**src/rtl/cla_pipe_add_pkg.sv**
```systemverilog
// -----------------------------------------------------------------------------
// cla_pkg
// Shared definitions for the pipelined carry-look-ahead adder/subtractor.
//   - default geometry (CLA_DEF_WIDTH / CLA_DEF_SEG)
//   - cla_mode_e      : add / subtract selector encoding on the 'sub' input
//   - cla_stages()    : number of pipeline stages for a WIDTH/SEG pair
//   - cla_params_ok() : geometry legality, checked at elaboration by the top
//   - cla_skew_off()  : bit offset of a stage's upper-operand skew register
//                       inside the flat skew vector
//   - cla_sum_off()   : bit offset of a stage's partial-sum register inside
//                       the flat deskew vector
// No ports (package).
// -----------------------------------------------------------------------------
package cla_pkg;

   localparam int CLA_DEF_WIDTH = 32;
   localparam int CLA_DEF_SEG   = 8;

   typedef enum logic {
      CLA_ADD = 1'b0,
      CLA_SUB = 1'b1
   } cla_mode_e;

   function automatic int cla_stages(input int width, input int seg);
      return (seg >= 1) ? (width / seg) : 1;
   endfunction

   function automatic bit cla_params_ok(input int width, input int seg);
      return (seg >= 1) && (width >= seg) && ((width % seg) == 0);
   endfunction

   // Stage k keeps the operand bits not yet consumed: WIDTH-(k+1)*SEG bits.
   // The offset of stage k is the total of all earlier stages' widths.
   function automatic int cla_skew_off(input int width, input int seg, input int k);
      return k * width - (seg * k * (k + 1)) / 2;
   endfunction

   // Stage k holds the (k+1) finished low segments: (k+1)*SEG bits.
   function automatic int cla_sum_off(input int seg, input int k);
      return (seg * k * (k + 1)) / 2;
   endfunction

endpackage

```
**src/rtl/cla_pipe_add_if.sv**
```systemverilog
// -----------------------------------------------------------------------------
// cla_pipe_add_if
// Valid/ready stream bundle for cla_pipe_add.
//   Request side : in_valid, in_ready, a, b, cin, sub
//   Result side  : out_valid, out_ready, sum, cout, ovf
// Modports:
//   master : the producer/consumer around the adder (drives operands and
//            out_ready, observes in_ready and the result)
//   slave  : the adder itself
// WIDTH must match the WIDTH of the cla_pipe_add it is connected to.
// -----------------------------------------------------------------------------
interface cla_pipe_add_if
   import cla_pkg::*;
#(
   parameter int WIDTH = CLA_DEF_WIDTH
);
   logic             in_valid;
   logic             in_ready;
   logic [WIDTH-1:0] a;
   logic [WIDTH-1:0] b;
   logic             cin;
   logic             sub;
   logic             out_valid;
   logic             out_ready;
   logic [WIDTH-1:0] sum;
   logic             cout;
   logic             ovf;

   modport master (
      output in_valid, a, b, cin, sub, out_ready,
      input  in_ready, out_valid, sum, cout, ovf
   );

   modport slave (
      input  in_valid, a, b, cin, sub, out_ready,
      output in_ready, out_valid, sum, cout, ovf
   );
endinterface

```
**src/rtl/cla_pipe_add_seg.sv**
```systemverilog
// -----------------------------------------------------------------------------
// cla_seg
// Purely combinational SEG-bit carry-look-ahead adder. Every carry is formed
// directly from generate/propagate terms and ci, so there is no ripple chain
// inside the segment.
// Ports:
//   a, b  [SEG] : segment operands
//   ci          : carry into bit 0
//   s     [SEG] : segment sum
//   co          : carry out of bit SEG-1
//   c_msb       : carry into bit SEG-1 (used for signed overflow)
// -----------------------------------------------------------------------------
module cla_seg #(
   parameter int SEG = 8
) (
   input  logic [SEG-1:0] a,
   input  logic [SEG-1:0] b,
   input  logic           ci,
   output logic [SEG-1:0] s,
   output logic           co,
   output logic           c_msb
);

   logic [SEG-1:0] w_g;
   logic [SEG-1:0] w_p;
   logic [SEG:0]   w_c;

   assign w_g = a & b;
   assign w_p = a ^ b;

   // c[i+1] = g[i] | p[i]g[i-1] | ... | p[i..1]g[0] | p[i..0]ci
   // Built as an unrolled sum of products; w_pp accumulates the propagate
   // product from bit i downwards so each term is a flat AND.
   always_comb begin : p_lookahead
      logic w_acc;
      logic w_pp;
      w_c    = '0;
      w_acc  = 1'b0;
      w_pp   = 1'b0;
      w_c[0] = ci;
      for (int i = 0; i < SEG; i++) begin
         w_acc = w_g[i];
         w_pp  = w_p[i];
         for (int j = i - 1; j >= 0; j--) begin
            w_acc = w_acc | (w_g[j] & w_pp);
            w_pp  = w_pp & w_p[j];
         end
         w_c[i+1] = w_acc | (w_pp & ci);
      end
   end

   assign s     = w_p ^ w_c[SEG-1:0];
   assign co    = w_c[SEG];
   assign c_msb = w_c[SEG-1];

endmodule

```
**src/rtl/cla_pipe_add.sv**
```systemverilog
// -----------------------------------------------------------------------------
// cla_pipe_add
// Pipelined carry-look-ahead adder/subtractor, one SEG-bit segment per stage,
// STAGES = WIDTH/SEG stages, one result per cycle, valid/ready handshake with
// a single global advance enable.
// Ports:
//   clk   : clock, rising edge
//   rst_n : asynchronous active-low reset; drops all valid bits and clears
//           every pipeline register (so sum/cout/ovf read 0)
//   bus   : cla_pipe_add_if.slave
//           in_valid/in_ready/a/b/cin/sub  -> operands (sub=1: a-b, cin ignored)
//           out_valid/out_ready/sum/cout/ovf -> registered result
// Only combinational input-to-output path: out_ready -> in_ready.
// -----------------------------------------------------------------------------
module cla_pipe_add
   import cla_pkg::*;
#(
   parameter int WIDTH = CLA_DEF_WIDTH,
   parameter int SEG   = CLA_DEF_SEG
) (
   input  logic           clk,
   input  logic           rst_n,
   cla_pipe_add_if.slave  bus
);

   localparam int STAGES   = cla_stages(WIDTH, SEG);
   localparam int SKEW_W   = cla_skew_off(WIDTH, SEG, STAGES - 1);
   localparam int SKEW_WD  = (SKEW_W > 0) ? SKEW_W : 1;
   localparam int SUM_W    = cla_sum_off(SEG, STAGES);
   localparam int LAST_OFF = cla_sum_off(SEG, STAGES - 1);

   if (!cla_params_ok(WIDTH, SEG)) begin : g_bad_params
      $error("cla_pipe_add: WIDTH must be a positive integer multiple of SEG (SEG >= 1)");
   end

   // Flat vectors collecting every stage's registers; each stage owns a
   // disjoint slice (see cla_skew_off / cla_sum_off).
   logic                 w_adv;
   logic [STAGES-1:0]    r_valid;
   logic [STAGES-1:0]    w_carry;
   logic [SKEW_WD-1:0]   w_a_skew;
   logic [SKEW_WD-1:0]   w_b_skew;
   logic [SUM_W-1:0]     w_sum_pipe;
   logic                 w_ovf;
   logic [WIDTH-1:0]     w_b_eff;
   logic                 w_c0;

   // Subtraction as a + ~b + 1.
   assign w_b_eff = (bus.sub == CLA_SUB) ? ~bus.b : bus.b;
   assign w_c0    = (bus.sub == CLA_SUB) ? 1'b1 : bus.cin;

   // Whole pipeline moves together: it may advance whenever the output slot
   // is empty or being consumed this cycle.
   assign w_adv        = ~r_valid[STAGES-1] | bus.out_ready;
   assign bus.in_ready = w_adv;

   assign bus.out_valid = r_valid[STAGES-1];
   assign bus.sum       = w_sum_pipe[LAST_OFF +: WIDTH];
   assign bus.cout      = w_carry[STAGES-1];
   assign bus.ovf       = w_ovf;

   always_ff @(posedge clk or negedge rst_n) begin
      if (!rst_n) begin
         r_valid <= '0;
      end else if (w_adv) begin
         r_valid[0] <= bus.in_valid;
         for (int k = 1; k < STAGES; k++) begin
            r_valid[k] <= r_valid[k-1];
         end
      end
   end

   if (STAGES == 1) begin : g_no_skew
      // A single stage consumes the whole operand at once.
      logic w_unused_skew;
      assign w_a_skew      = '0;
      assign w_b_skew      = '0;
      assign w_unused_skew = ^{w_a_skew, w_b_skew};
   end

   for (genvar gi = 0; gi < STAGES; gi++) begin : g_stage
      localparam int IN_W    = WIDTH - gi * SEG;      // operand bits arriving
      localparam int OUT_W   = IN_W - SEG;            // operand bits passed on
      localparam int LO_W    = (gi + 1) * SEG;        // finished sum bits
      localparam int SUM_OFF = cla_sum_off(SEG, gi);

      logic [IN_W-1:0] w_a_in;
      logic [IN_W-1:0] w_b_in;
      logic            w_ci;
      logic [SEG-1:0]  w_s;
      logic            w_co;
      logic            w_cmsb;
      logic [LO_W-1:0] r_sum_lo;
      logic            r_co;

      cla_seg #(
         .SEG (SEG)
      ) u_seg (
         .a     (w_a_in[SEG-1:0]),
         .b     (w_b_in[SEG-1:0]),
         .ci    (w_ci),
         .s     (w_s),
         .co    (w_co),
         .c_msb (w_cmsb)
      );

      always_ff @(posedge clk or negedge rst_n) begin
         if (!rst_n) begin
            r_co <= 1'b0;
         end else if (w_adv) begin
            r_co <= w_co;
         end
      end

      assign w_carry[gi]                   = r_co;
      assign w_sum_pipe[SUM_OFF +: LO_W]   = r_sum_lo;

      if (gi == 0) begin : g_in
         assign w_a_in = bus.a;
         assign w_b_in = w_b_eff;
         assign w_ci   = w_c0;

         always_ff @(posedge clk or negedge rst_n) begin
            if (!rst_n) begin
               r_sum_lo <= '0;
            end else if (w_adv) begin
               r_sum_lo <= w_s;
            end
         end
      end else begin : g_in
         localparam int PREV_SKEW = cla_skew_off(WIDTH, SEG, gi - 1);
         localparam int PREV_SUM  = cla_sum_off(SEG, gi - 1);

         assign w_a_in = w_a_skew[PREV_SKEW +: IN_W];
         assign w_b_in = w_b_skew[PREV_SKEW +: IN_W];
         assign w_ci   = w_carry[gi-1];

         // Deskew: new segment goes on top of the lower segments already done.
         always_ff @(posedge clk or negedge rst_n) begin
            if (!rst_n) begin
               r_sum_lo <= '0;
            end else if (w_adv) begin
               r_sum_lo <= {w_s, w_sum_pipe[PREV_SUM +: gi * SEG]};
            end
         end
      end

      if (OUT_W > 0) begin : g_skew
         localparam int SKEW_OFF = cla_skew_off(WIDTH, SEG, gi);

         logic [OUT_W-1:0] r_a_hi;
         logic [OUT_W-1:0] r_b_hi;
         // Overflow is only meaningful at the top segment.
         logic             w_unused_cmsb;

         always_ff @(posedge clk or negedge rst_n) begin
            if (!rst_n) begin
               r_a_hi <= '0;
               r_b_hi <= '0;
            end else if (w_adv) begin
               r_a_hi <= w_a_in[IN_W-1:SEG];
               r_b_hi <= w_b_in[IN_W-1:SEG];
            end
         end

         assign w_a_skew[SKEW_OFF +: OUT_W] = r_a_hi;
         assign w_b_skew[SKEW_OFF +: OUT_W] = r_b_hi;
         assign w_unused_cmsb               = w_cmsb;
      end else begin : g_last
         logic r_ovf;

         // Signed overflow: carry into MSB differs from carry out of MSB.
         always_ff @(posedge clk or negedge rst_n) begin
            if (!rst_n) begin
               r_ovf <= 1'b0;
            end else if (w_adv) begin
               r_ovf <= w_cmsb ^ w_co;
            end
         end

         assign w_ovf = r_ovf;
      end
   end

endmodule

```
**src/flat_wrapper.sv**
```systemverilog
// flat-port wrapper written by rule: the top's interface ports become plain ports
module cla_pipe_add_flat import cla_pkg::*;
#(
   parameter int WIDTH = CLA_DEF_WIDTH,
   parameter int SEG   = CLA_DEF_SEG
)
  (clk, rst_n, bus_in_valid, bus_a, bus_b, bus_cin, bus_sub, bus_out_ready, bus_in_ready, bus_out_valid, bus_sum, bus_cout, bus_ovf);
  cla_pipe_add_if #(.WIDTH(WIDTH)) bus_i ();
  input  logic clk;
  input  logic rst_n;
  input wire logic [$bits(bus_i.in_valid)-1:0] bus_in_valid;
  input wire logic [$bits(bus_i.a)-1:0] bus_a;
  input wire logic [$bits(bus_i.b)-1:0] bus_b;
  input wire logic [$bits(bus_i.cin)-1:0] bus_cin;
  input wire logic [$bits(bus_i.sub)-1:0] bus_sub;
  input wire logic [$bits(bus_i.out_ready)-1:0] bus_out_ready;
  output wire logic [$bits(bus_i.in_ready)-1:0] bus_in_ready;
  output wire logic [$bits(bus_i.out_valid)-1:0] bus_out_valid;
  output wire logic [$bits(bus_i.sum)-1:0] bus_sum;
  output wire logic [$bits(bus_i.cout)-1:0] bus_cout;
  output wire logic [$bits(bus_i.ovf)-1:0] bus_ovf;
  assign bus_i.in_valid = bus_in_valid;
  assign bus_i.a = bus_a;
  assign bus_i.b = bus_b;
  assign bus_i.cin = bus_cin;
  assign bus_i.sub = bus_sub;
  assign bus_i.out_ready = bus_out_ready;
  assign bus_in_ready = bus_i.in_ready;
  assign bus_out_valid = bus_i.out_valid;
  assign bus_sum = bus_i.sum;
  assign bus_cout = bus_i.cout;
  assign bus_ovf = bus_i.ovf;
  cla_pipe_add #(.WIDTH(WIDTH), .SEG(SEG)) u_core (.clk(clk), .rst_n(rst_n), .bus(bus_i));
endmodule
```
**config.mk**
```make
export PLATFORM = sky130hd
export DESIGN_NAME = cla_pipe_add_flat
export DESIGN_NICKNAME = d
export VERILOG_FILES = /design/src/rtl/cla_pipe_add_pkg.sv /design/src/rtl/cla_pipe_add_if.sv /design/src/rtl/cla_pipe_add_seg.sv /design/src/rtl/cla_pipe_add.sv /design/src/flat_wrapper.sv
export SDC_FILE = /design/constraint.sdc
export NUM_CORES = 1
export LEC_CHECK = 0
export BUFFER_PORTS_ARGS = -buffer_cell sky130_fd_sc_hd__buf_2
export CELL_PAD_IN_SITES_DETAIL_PLACEMENT = 1
export CELL_PAD_IN_SITES_GLOBAL_PLACEMENT = 2
export CORE_AREA = 8 8 224 119
export DETAILED_ROUTE_END_ITERATION = 12
export DIE_AREA = 0 0 232 127
export GPL_TIMING_DRIVEN = 0
export PLACE_DENSITY_LB_ADDON = 0.1
export SLEW_MARGIN = 30
export SYNTH_ARGS = -nofsm -noshare
export SYNTH_HDL_FRONTEND = slang
export SYNTH_SLANG_ARGS = --single-unit
```
**constraint.sdc**
```tcl
create_clock -name clk -period 2.6 [get_ports clk]
set_input_delay 0.26 -clock clk [delete_from_list [all_inputs] [get_ports clk]]
set_output_delay 0.26 -clock clk [all_outputs]
set_load 0.005 [all_outputs]
```
## Word-level counts from Yosys, hierarchy flattened

Index checks and enable logic that the tools add are counted.

| storage, ports and cells | value |
|---|---|
| bits in registers | 185 |
| input bits | 70 |
| word-level logic and storage cells | 434 |

| cells by class | value |
|---|---|
| multiplexer cells | 2 |
| bitwise logic cells | 416 |

Operators by type and width:

| kind | count |
|---|---|
| AND 1 bit | 256 |
| OR 1 bit | 145 |
| XOR 8 bit | 8 |
| AND 8 bit | 4 |
| 2-to-1 mux 32 bit | 1 |
| NOT 32 bit | 1 |
| 2-to-1 mux 1 bit | 1 |
| NOT 1 bit | 1 |
| XOR 1 bit | 1 |

## Logic depth before layout (Yosys ltp)

Gate-level depths: netlist of the first run.

| depth | value |
|---|---|
| depth in word-level cells | 12 |
| depth in mapped cells | 9 |

## Hierarchy

A second synthesis of the first run with hierarchy kept.

| second synthesis, totals | value |
|---|---|
| cell total of the unflattened synthesis | 570 |
| area, all modules | 8754.6 µm² |

Modules (own cells, without submodules):

| module | times used | cells each | area an instance (µm²) |
|---|---|---|---|
| cla_pipe_add | 1 | 430 | 7623.6 |
| cla_seg | 4 | 35 | 282.8 |

## Least setup slack after synthesis of the first run

OpenSTA, ideal clock, no wires.

| path | value |
|---|---|
| path kind | in2reg |
| start | input bus_sub |
| end | register u_core.g_stage[0].r_sum_lo[5] |
| library setup time | 95 ps |
| data arrival time | 2071 ps |
| required time | 2505 ps |
| path slack | 433 ps |
| cell stages on the path | 9 |
| path through | buf_6 buf_2 xor2_1 ha_1 a21o_1 o21a_1 o31a_1 o21a_1 o31ai_1 |

| between the ends | value |
|---|---|
| word-level cells in the longest chain between the ends | 9 |
| elaborated cells between the ends (all ways) | 19 |
| those cells by class | mux (2); bitwise (17) |

Ends and longest elaborated chain:

| item | RTL line | RTL |
|---|---|---|
| from (decl) | flat_wrapper.sv:15 | `input wire logic [$bits(bus_i.sub)-1:0] bus_sub;` |
| 2-to-1 mux 32 bit | cla_pipe_add.sv:49 | `assign w_b_eff = (bus.sub == CLA_SUB) ? ~bus.b : bus.b;` |
| AND 8 bit or XOR 8 bit (tied branches) | cla_pipe_add_seg.sv:28, cla_pipe_add_seg.sv:29 |  |
| AND 1 bit, on equally long branches | cla_pipe_add_seg.sv:45, cla_pipe_add_seg.sv:46 |  |
| OR 1 bit (tied with other cells) (3 in series) | cla_pipe_add_seg.sv:45 | `w_acc = w_acc \| (w_g[j] & w_pp);` |
| OR 1 bit or AND 1 bit (tied branches) | cla_pipe_add_seg.sv:45, cla_pipe_add_seg.sv:48 |  |
| OR 1 bit | cla_pipe_add_seg.sv:48 | `w_c[i+1] = w_acc \| (w_pp & ci);` |
| XOR 8 bit * | cla_pipe_add_seg.sv:52 | `assign s = w_p ^ w_c[SEG-1:0];` |
| to (signal assigned) | cla_pipe_add.sv:127 | `r_sum_lo <= w_s;` |
| to (decl) | cla_pipe_add.sv:93 | `logic [LO_W-1:0] r_sum_lo;` |

Mark *: on every way between the ends. The rest lies on a longest branch, timed or not.
A chain may end at the register's enable or synchronous reset.

## Worst setup path after layout of the first run

| path | value |
|---|---|
| start | register u_core.r_valid[3] |
| end | register u_core.r_valid[0] |

| between the ends | value |
|---|---|
| word-level cells in the longest chain between the ends | 2 |

Ends and longest elaborated chain:

| item | RTL line | RTL |
|---|---|---|
| from (decl) | cla_pipe_add.sv:39 | `logic [STAGES-1:0] r_valid;` |
| from (signal, indexed assignment) | cla_pipe_add.sv:68 | `r_valid[k] <= r_valid[k-1];` |
| NOT 1 bit | cla_pipe_add.sv:54 | `assign w_adv = ~r_valid[STAGES-1] \| bus.out_ready;` |
| OR 1 bit | cla_pipe_add.sv:54 |  |

No other way between the ends.

==> impl_metrics.py, run 1 <==
metrics = {
    "grt": {
        "gr-usage-all-layers_pct": 18.2,
        "globalRouteOverflowTotal": 0,
        "grt_pass1_vias": 6955,
        "grt_pass1_wl_um": 41100,
        "antenna_found_initial": 0,
        "grt_max_degree": 65,
    },
    "yosys": {
        "synth-seq-cells": 185,
        "synth_flop_cell": "dfrtp_1",
        "avgSynthCellArea_um2": 9.18,
        "ys_warn_count": 0,
        "synth_area_leader_cell": "dfrtp_1",
        "syn_area_um2": 8320,
        "synth-edff-count": 0,
        "synth_cell_type_count": 42,
        "ys_seq_area_share_pct": 55.6,
        "synth_area_leaders": "dfrtp_1, nand2_1, ha_1, xnor2_1, o21ai_0",
        "async_flop_share_pct": 100,
        "synth_top_area_share_pct": 55.6,
        "syn-num-nets": 1012,
        "synthCells": 906,
    },
    "final_layout": {
        "final_layout_size_suffix_gt1_share_pct": 13.9,
        "fillers": 2771,
        "fin_nets": 1147,
        "multi_input_area_um2": 3460,
        "synthToLayoutAreaGrowth_pct": 20.9,
        "final_area_um2": 10100,
        "instances_no_fill": 1369,
        "regArea_um2": 4630,
        "diodes": 0,
    },
    "timing": {
        "fin_skew_ns": 0.0124,
        "slew_headroom_pct": 41.1,
        "setup_viol": 0,
        "drv_slew": 0,
        "min_period_over_period_pct": 91.5,
        "rsz0062_at_grt": "false",
        "setup_tns_ns": 0,
        "layout_min_cycle_time_ns": 2.38,
        "worst_slew_pin_slew_ns": 0.883,
        "max_freq_mhz": 420,
        "hold_violations": 0,
    },
    "die": {
        "die_x_um": 232,
        "die_h_um": 127,
        "initial_core_util_pct": 35.5,
        "placementRows": 40,
        "die_area_um2": 29500,
        "io_pins": 106,
        "coreArea_um2": 23400,
    },
    "power_and_ir_drop": {
        "ir_worst_vdd_mv": 0.627,
        "switching_share_pct": 38.6,
        "combPwrFrac_pct": 37.8,
        "p_clk_share_pct": 23.0,
        "power_frac_seq_pct": 39.2,
        "p_int_mw": 7.72,
        "switchingPower_mw": 4.86,
        "cellLeakagePower_nw": 5.08,
        "p_per_area_nw_per_um2": 1250,
    },
    "worst_setup_path": {
        "reg2reg_from": "u_core.r_valid[3]",
        "slowest_delay_ns": 0.51,
        "endpoint": "u_core.r_valid[0]",
        "worstPathCellList": "nor2b_1, buf_2, inv_2, clkbuf_1, clkbuf_1, nand2_1, nand2_1",
        "path_max_fanout": 16,
        "r2r-end": "u_core.r_valid[0]",
        "cp_slowest_cell": "clkbuf_1",
        "critPathLaunch": "u_core.r_valid[3]",
        "crit_type": "reg -> reg",
        "r2r_setup_slack_ns": 0.22,
        "crit_path_start_kind": "flip-flop",
        "ff2ff_path_depth": 7,
        "crit_path_end_kind": "flip-flop",
        "required_ns": 2.99,
        "worstPathArrival_ns": 2.77,
    },
    "placement": {
        "post-dp-hpwl_um": 19000,
        "dpl_cell_area_um2": 9300,
        "gp_congestion": 0.799,
        "placed_cells": 1327,
        "io_buffer_count": 104,
    },
    "drt": {
        "num_vias": 6533,
        "antenna_left": 0,
        "drt-total-wl_um": 25600,
        "vias_per_cell": 4.77,
        "dr.pass1.iters": 4,
        "drtIter0Drc": 391,
        "routedWlPerCell_um": 18.7,
        "drc_errors": 0,
    },
    "clocking": {
        "cts_setup_buffers": 0,
        "root_buffer": "clkbuf_16",
        "cts_tree": "yes",
        "clk_pin_slew_worst_paths_ns": 0.07,
        "insertion_delay_ns": 0.45,
        "h-tree-depth": 4,
        "cts_buffers": 17,
        "cts.sinks": 185,
        "clockBufferDepth": 2,
    },
    "job": {
        "maxCapViolations": 0,
    },
    "worst_hold_path": {
        "hp-class": "in -> reg",
    },
    "outcome": {
        "outcome": "finished clean",
    },
}
-- synthesized netlist by cell type (all sizes together), types with 4 or more instances --
cell    count
fa          4
xnor2      29
nor2       28
nor3b       4
a21oi      28
nand4b      4
a21o       15
o31ai       5
or3         4
ha         32
nand2     397
a211oi      8
o21a        5
xor2       19
o21ai      44
buf        10
inv        14
dfrtp     185
nor3        8
clkbuf     35
-- placed cells by master (no fill, tap or decap), drive strengths merged, types with 5 or more instances in the layout --
master,count
buf,116
clkbuf,56
ha,32
xor2,19
xnor2,29
a21o,15
o21ai,44
nor3,8
nand2,397
dfrtp,185
o21a,5
inv,14
o31ai,5
a211oi,8
nor2,28
dlygate4sd3,11
a21oi,28
-- worst max-delay path: cells and delay by family (launching register included) --
| family | cells | cell delay (ns) |
|---|---|---|
| DFF | 1 | 0.39 |
| buffers and inverters | 4 | 1.44 |
| and+or+nand+nor | 3 | 0.48 |
-- final cells by class --
cell class	count	area share [%]
Sequential cell	185	46.0
Multi-Input combinational cell	662	34.4
Timing Repair Buffer	117	6.92
Clock buffer	22	4.81
Tap cell	315	3.92
Buffer	44	1.79
Clock inverter	10	1.64
Inverter	14	0.522
-- routing by layer --
metal / vias to the layer above / track usage [%] / share of wire, % / wire length, um
met5: - / 0 / 0 / 0
met4: 0 / 4.87 / 0.48 / 122
met3: 6 / 4.33 / 4.3 / 1100
met2: 96 / 23.3 / 38 / 9830
met1: 3231 / 29.3 / 57 / 14600
li1: 3200 / - / - / -
-- timing repair --
item,CTS,global route
endpoints found under the setup margin,1,12
pin swaps,0,0
gates resized for setup,1,5
hold buffers,11,0
endpoints found under the hold margin,68,0
-- power groups by stage --
| stage | Combinational, mW | Sequential [mW] | Clock [mW] |
|---|---|---|---|
| global placement | 4.68 | 4.96 | 0 |
| floorplan | 3.09 | 4.77 | 0 |
| finish | 4.76 | 4.93 | 2.89 |
| detailed placement | 4.79 | 4.97 | 0 |
| global route | 5.39 | 5.09 | 3.07 |
| CTS | 4.83 | 4.93 | 2.96 |
-- worst min path at each step --
stage | start | cells past startpoint | to
after floorplan | rst_n | 0 | u_core.bus.cout
after global placement | u_core.bus.sum[9] | 2 | u_core.bus.sum[9]
after detailed placement | rst_n | 1 | u_core.bus.sum[31]
after CTS | bus_a[10] | 3 | u_core.g_stage[0].g_skew.r_a_hi[2]
after global routing | bus_a[13] | 3 | u_core.g_stage[0].g_skew.r_a_hi[5]
final | bus_a[18] | 3 | u_core.g_stage[0].g_skew.r_a_hi[10]
-- registers in the layout, indices dropped and copies added, names as in the netlist --
signal and flops:
u_core.g_stage.g_skew.r_a_hi 48, u_core.g_stage.g_skew.r_b_hi 48, u_core.g_stage.r_sum_lo 48, u_core.bus.sum 32, u_core.r_valid 4, u_core.g_stage.r_co 3, u_core.bus.cout 1, u_core.bus.ovf 1
-- cells by family after synthesis --
| logic type | count (synthesis) | share of synthesized area, % |
|---|---|---|
| AOI/OAI and AO/OA | 124 | 9.22 |
| xor gates and xnor gates | 48 | 5.05 |
| and+or+nand+nor | 452 | 21.3 |
| buffers and inverters | 59 | 2.78 |
| adders and majority gates | 36 | 5.78 |
| DFF | 185 | 55.6 |
| muxes | 2 | 0.241 |
-- per-stage QoR --
step	hold WS (ns)	total power, mW	worst slack (ns)	util, %
global route	0.0146	13.6	0.0221	42.9
detailed placement	0.234	9.76	0.0797	39.7
CTS	0.00234	12.7	0.0698	42.9
floorplan	-0.0356	7.86	0.433	-
finish	0.0227	12.6	0.221	42.9
global placement	0.448	9.64	-2.03	39.4
Power figures use the tool's default switching activity.
==> inputs of run 2 (changes only) <==
--- a/config.mk
+++ b/config.mk
@@ -11,8 +11,9 @@
 export CORE_AREA = 8 8 224 119
 export DETAILED_ROUTE_END_ITERATION = 12
 export DIE_AREA = 0 0 232 127
+export GPL_ROUTABILITY_DRIVEN = 0
 export GPL_TIMING_DRIVEN = 0
-export PLACE_DENSITY_LB_ADDON = 0.1
+export PLACE_DENSITY = 0.89
 export SLEW_MARGIN = 30
 export SYNTH_ARGS = -nofsm -noshare
 export SYNTH_HDL_FRONTEND = slang
==> run 2 against run 1 <==
Hold slack lost 0.0032 ns. Non-clock buffer count rose by 2. Power down 1.5%. Final cell count barely moved. Clock power decreased by 6%. Die area is the same. Clock-buffer cell count is 2 lower. Clock skew fell by 0.0032 ns. Register-to-register slack is essentially flat. Fmax rose by 0.19%. Core utilization shrank 0.11 points. Sequential power about the same. Critical path type unchanged. Largest cell class unchanged.
==> impl_metrics.py, run 2 (synthesized netlist as in run 1, its figures left out) <==
metrics = {
    "outcome": {
        "outcome": "finished clean",
    },
    "power_and_ir_drop": {
        "ir_worst_vdd_mv": 0.420,
        "total_power_mw": 12.4,
        "cellLeakagePower_nw": 5.07,
        "p_per_area_nw_per_um2": 1230,
    },
    "timing": {
        "fin_skew_ns": 0.00925,
        "slew_headroom_pct": 46.4,
        "setup_viol": 0,
        "drv_slew": 0,
        "worst_slew_pin_slew_ns": 0.805,
        "min_period_over_period_pct": 91.3,
        "layout_min_cycle_time_ns": 2.37,
        "setup_tns_ns": 0,
        "final.setup.worst_slack_ns": 0.226,
        "hold_violations": 0,
        "rsz0062_at_grt": "false",
        "max_freq_mhz": 421,
    },
    "worst_setup_path": {
        "crit_path_start_kind": "flip-flop",
        "crit_path_end_kind": "flip-flop",
        "critPathLaunch": "u_core.g_stage[2].g_skew.r_b_hi[2]",
        "r2r-end": "u_core.bus.ovf",
        "crit_type": "reg -> reg",
        "crit_path_frequent_cell": "o21ai_0",
        "required_ns": 2.92,
        "r2r_setup_slack_ns": 0.23,
        "ff2ff_path_depth": 6,
        "worstPathCellList": "ha_1, o21ai_0, or3_1, a21oi_1, mux2i_1, o21ai_0",
        "path_max_fanout": 4,
        "cp_slowest_cell": "a21oi_1",
        "worstPathArrival_ns": 2.69,
        "reg2reg_from": "u_core.g_stage[2].g_skew.r_b_hi[2]",
        "slowest_delay_ns": 0.62,
        "endpoint": "u_core.bus.ovf",
    },
    "die": {
        "io_pins": 106,
        "coreArea_um2": 23400,
        "die_h_um": 127,
        "placementRows": 40,
        "die_x_um": 232,
        "initial_core_util_pct": 35.5,
        "die_area_um2": 29500,
    },
    "clocking": {
        "cts_tree": "yes",
        "root_buffer": "clkbuf_16",
        "cts_buffers": 17,
        "h-tree-depth": 4,
        "cts.sinks": 185,
        "clk_pin_slew_worst_paths_ns": 0.07,
        "insertion_delay_ns": 0.45,
        "clockBufferDepth": 2,
        "cts_setup_buffers": 0,
    },
    "grt": {
        "grt_pass1_wl_um": 40000,
        "gr-usage-all-layers_pct": 17.4,
        "grt_pass1_vias": 7187,
        "grt_max_degree": 82,
        "globalRouteOverflowTotal": 0,
        "antenna_found_initial": 0,
    },
    "final_layout": {
        "synthToLayoutAreaGrowth_pct": 20.6,
        "fin_nets": 1149,
        "final_common_cell": "nand2_1",
        "final_layout_size_suffix_gt1_share_pct": 13.7,
        "fillers": 2772,
        "reg.largest.list": "u_core.g_stage.g_skew.r_a_hi x48, u_core.g_stage.g_skew.r_b_hi x48, u_core.g_stage.r_sum_lo x48",
        "final_area_um2": 10000,
        "diodes": 0,
        "final_util_pct": 42.8,
        "layout_common_cells": "nand2_1, dfrtp_1, buf_2, o21ai_0",
    },
    "worst_hold_path": {
        "hp-class": "in -> reg",
        "min_from": "bus_a[16]",
    },
    "placement": {
        "io_buffer_count": 104,
        "post-dp-hpwl_um": 18400,
        "dpl_cell_area_um2": 9300,
        "post-place-ws_ns": 0.137,
    },
    "drt": {
        "drtIter0Drc": 448,
        "m1WireLength_um": 12600,
        "num_vias": 6558,
        "route.met2.wl_um": 10400,
        "routedWlPerCell_um": 17.8,
        "dr.pass1.iters": 4,
        "drc_errors": 0,
        "drt-total-wl_um": 24400,
        "highest_layer": "met4",
        "vias_per_cell": 4.79,
        "met3WireLength_um": 1160,
        "antenna_left": 0,
    },
    "job": {
        "maxCapViolations": 0,
    },
}
run 2: cell count changes in the layout (fill, tap and decap cells not counted):
cell / change
clkbuf_8: -2
clkinvlp_4: -1
bufinv_16: -1
inv_6: +1
dlygate4sd3_1: +2
clkbuf_2: +1
clkinv_2: +2
buf_2: -1
run 2: metrics by stage:
step,hold slack (ns),cells
after floorplan,-0.0356,906
after detailed placement,0.177,1327
after global routing,0.0154,1370
final,0.0195,1370
after CTS,0.000178,1370
after global placement,0.444,1325
run 2: critical path: cells and delay by family (launching register included):
kind | cells | cell delay [ns]
AO/OA/AOI/OAI | 3 | 0.89
multiplexers | 1 | 0.26
adder cells (fa/ha/maj) | 1 | 0.33
AND/OR/NAND/NOR | 1 | 0.35
flip-flops | 1 | 0.40
run 2: metal layers:
metal | vias to the layer above | track usage, %
li1 | 3210 | -
met1 | 3212 | 25.5
met2 | 114 | 25.1
met3 | 22 | 4.11
met4 | 0 | 5.23
met5 | - | 0
run 2: timing repair:
item                                    in CTS  in global routing
endpoints found under the hold margin       56                  0
endpoints found under the setup margin       1                  3
hold buffers                                13                  0
resized for setup                            0                  5
run 2: how the worst min path moves through the flow:
stage                                           to  slack, ns  depth (start not counted)
2_1_floorplan                      u_core.bus.cout      -0.04                          0
3_3_place_gp                     u_core.r_valid[2]       0.44                          2
3_5_place_dp                     u_core.bus.sum[7]       0.18                          1
4_1_cts        u_core.g_stage[0].g_skew.r_a_hi[20]     0.0002                          3
5_1_grt        u_core.g_stage[0].g_skew.r_a_hi[20]       0.02                          3
6_report        u_core.g_stage[0].g_skew.r_a_hi[8]       0.02                          3
run 2: where the power goes:
| part | internal (mW) | total [mW] | switching [mW] |
|---|---|---|---|
| registers | 4.17 | 4.94 | 0.774 |
| clock network | 1.56 | 2.72 | 1.16 |
| logic | 1.84 | 4.72 | 2.89 |
run 2: final cells by class:
class / count / area [um^2] / share of cell area (%)
Sequential cell: 185 / 4630 / 46.1
Multi-Input combinational cell: 662 / 3460 / 34.5
Timing Repair Buffer: 119 / 716 / 7.13
Clock buffer: 20 / 457 / 4.55
Tap cell: 315 / 394 / 3.93
Buffer: 44 / 180 / 1.80
Clock inverter: 11 / 146 / 1.46
Inverter: 14 / 52.6 / 0.524
==> inputs of run 3 (changes only) <==
--- a/config.mk
+++ b/config.mk
@@ -8,12 +8,12 @@
 export BUFFER_PORTS_ARGS = -buffer_cell sky130_fd_sc_hd__buf_2
 export CELL_PAD_IN_SITES_DETAIL_PLACEMENT = 1
 export CELL_PAD_IN_SITES_GLOBAL_PLACEMENT = 2
-export CORE_AREA = 8 8 224 119
+export CORE_AREA = 8 8 216 115
 export DETAILED_ROUTE_END_ITERATION = 12
-export DIE_AREA = 0 0 232 127
+export DIE_AREA = 0 0 224 123
 export GPL_ROUTABILITY_DRIVEN = 0
 export GPL_TIMING_DRIVEN = 0
-export PLACE_DENSITY = 0.89
+export PLACE_DENSITY = 0.94
 export SLEW_MARGIN = 30
 export SYNTH_ARGS = -nofsm -noshare
 export SYNTH_HDL_FRONTEND = slang
==> constraint.sdc (replaced) <==
create_clock -name clk -period 3 [get_ports clk]
set_input_delay 0.3 -clock clk [delete_from_list [all_inputs] [get_ports clk]]
set_output_delay 0.3 -clock clk [all_outputs]
set_load 0.005 [all_outputs]
==> run 3 against run 2 <==
Largest cell class unchanged. Via count grew 0.90%. Highest routed layer unchanged. Hold slack gained 0.031 ns. Final cell count shrank 1.3%.
==> impl_metrics.py, run 3 (synthesized netlist as in run 1, its figures left out) <==
metrics = {
    "placement": {
        "post-dp-hpwl_um": 17900,
        "io_buffer_count": 104,
    },
    "power_and_ir_drop": {
        "p_per_area_nw_per_um2": 1080,
        "p_int_mw": 6.59,
        "p_clk_share_pct": 22.3,
        "switchingPower_mw": 4.16,
        "ir_worst_vdd_mv": 0.354,
        "power_frac_seq_pct": 40.2,
        "combPwrFrac_pct": 37.5,
        "cellLeakagePower_nw": 5.02,
        "switching_share_pct": 38.7,
    },
    "worst_setup_path": {
        "crit_type": "reg -> out",
        "required_ns": 2.70,
        "crit_path_frequent_cell": "buf_2",
        "worstPathCellList": "nor2b_1, buf_2, inv_2, clkbuf_1, buf_1, buf_2",
        "slowest_delay_ns": 0.49,
        "path_max_fanout": 10,
        "crit_path_start_kind": "flip-flop",
        "critPathLaunch": "u_core.r_valid[3]",
        "cp_slowest_cell": "buf_1",
        "crit_path_end_kind": "output pin",
        "worstPathArrival_ns": 2.51,
        "reg2reg_from": "u_core.g_stage[2].g_skew.r_b_hi[1]",
    },
    "clocking": {
        "cts_setup_buffers": 0,
        "root_buffer": "clkbuf_16",
        "cts_tree": "yes",
        "clk_pin_slew_worst_paths_ns": 0.07,
        "cts.sinks": 185,
        "clockBufferDepth": 2,
        "h-tree-depth": 4,
        "cts_buffers": 17,
        "insertion_delay_ns": 0.45,
    },
    "die": {
        "io_pins": 106,
        "die_area_um2": 27600,
        "coreArea_um2": 22000,
        "initial_core_util_pct": 37.8,
        "die_x_um": 224,
        "placementRows": 39,
        "die_h_um": 123,
    },
    "drt": {
        "dr.pass1.iters": 5,
        "vias_per_cell": 4.89,
        "num_vias": 6617,
        "drt-total-wl_um": 24100,
        "routedWlPerCell_um": 17.8,
        "drc_errors": 0,
        "drtIter0Drc": 452,
        "antenna_left": 0,
    },
    "grt": {
        "antenna_found_initial": 0,
        "grt_max_degree": 77,
        "gr-usage-all-layers_pct": 18.4,
        "grt_pass1_wl_um": 39300,
        "globalRouteOverflowTotal": 0,
        "grt_pass1_vias": 7198,
    },
    "timing": {
        "layout_min_cycle_time_ns": 2.81,
        "max_freq_mhz": 356,
        "rsz0062_at_grt": "false",
        "min_period_over_period_pct": 93.5,
        "hold_slack_ns": 0.0502,
        "setup_viol": 0,
        "fin_skew_ns": 0.00822,
        "drv_slew": 0,
        "hold_violations": 0,
        "worst_slew_pin_slew_ns": 0.816,
        "slew_headroom_pct": 45.6,
    },
    "worst_hold_path": {
        "hp-class": "in -> reg",
        "min_from": "bus_a[9]",
    },
    "final_layout": {
        "final_layout_size_suffix_gt1_share_pct": 13.7,
        "fin_nets": 1138,
        "final_util_pct": 45.1,
        "diodes": 0,
        "layout_common_cells": "nand2_1, dfrtp_1, buf_2, o21ai_0, clkbuf_1",
        "final_common_cell": "nand2_1",
        "synthToLayoutAreaGrowth_pct": 19.3,
        "reg.largest.list": "u_core.g_stage.g_skew.r_a_hi x48, u_core.g_stage.g_skew.r_b_hi x48, u_core.g_stage.r_sum_lo x48",
    },
    "job": {
        "maxCapViolations": 0,
    },
    "outcome": {
        "outcome": "finished clean",
    },
}
[run 3: cell types whose count changed in the layout (fill, tap and decap cells not counted), sizes merged]
cell	before	now
clkinvlp	2	3
clkbuf	55	57
buf	115	116
dlygate4sd3	13	1
clkinv	5	3
[run 3: path summary, 6_finish.rpt]
kind,to,slack (ns),cells past startpoint
min reg2reg,u_core.g_stage[0].g_skew.r_a_hi[14],0.47,2
min,u_core.g_stage[0].g_skew.r_a_hi[1],0.05,3
min in group asynchronous,u_core.bus.sum[4],0.32,2
max reg2reg,u_core.bus.ovf,0.56,6
max,bus_in_ready,0.19,6
max in group asynchronous,u_core.g_stage[0].g_skew.r_b_hi[5],1.59,4
[run 3: worst max-delay path: cells and delay by family (launching register included)]
family | cells | cell delay (ns)
flops | 1 | 0.38
simple gates | 1 | 0.15
buf+inv | 5 | 1.52
[run 3: repair_timing]
action                    CTS  global route
hold buffers                1             0
gates resized for setup     0             0
hold endpoints to repair   37             0
[run 3: power groups by stage]
stage	registers, mW	clock network, mW	logic (mW)
after floorplan	4.13	0	2.68
after global placement	4.31	0	3.86
after detailed placement	4.35	0	4.04
after CTS	4.32	2.45	4.09
after global routing	4.45	2.53	4.60
final	4.32	2.39	4.03
[run 3: per-stage QoR]
step                cells  TNS, ns  setup WS, ns  cell area (um^2)  power [mW]
CTS                  1352        0         0.148              9920        10.9
global route         1352        0        0.0288              9920        11.6
detailed placement   1319        0         0.509              9290        8.39
global placement     1317  -259.65         -1.43              9220        8.17
floorplan             906        0         0.793              8320        6.81
finish               1352        0         0.194              9920        10.7
[run 3: routing by layer]
| layer | vias up | wire length, um | global-route usage [%] |
|---|---|---|---|
| met2 | 155 | 10000 | 26.7 |
| met1 | 3246 | 12400 | 26.7 |
| met3 | 33 | 1290 | 3.93 |
| li1 | 3183 | - | - |
| met5 | - | 0 | 0 |
| met4 | 0 | 449 | 6.79 |
[run 3: cell type report]
type | count | area (um^2)
clock inverter | 10 | 140
multi-input combinational | 662 | 3460
inverter | 14 | 52.6
buffer | 45 | 180
tap | 307 | 384
timing repair buffer | 107 | 596
fill | 2595 | 12100
clock buffer | 22 | 484
sequential | 185 | 4630
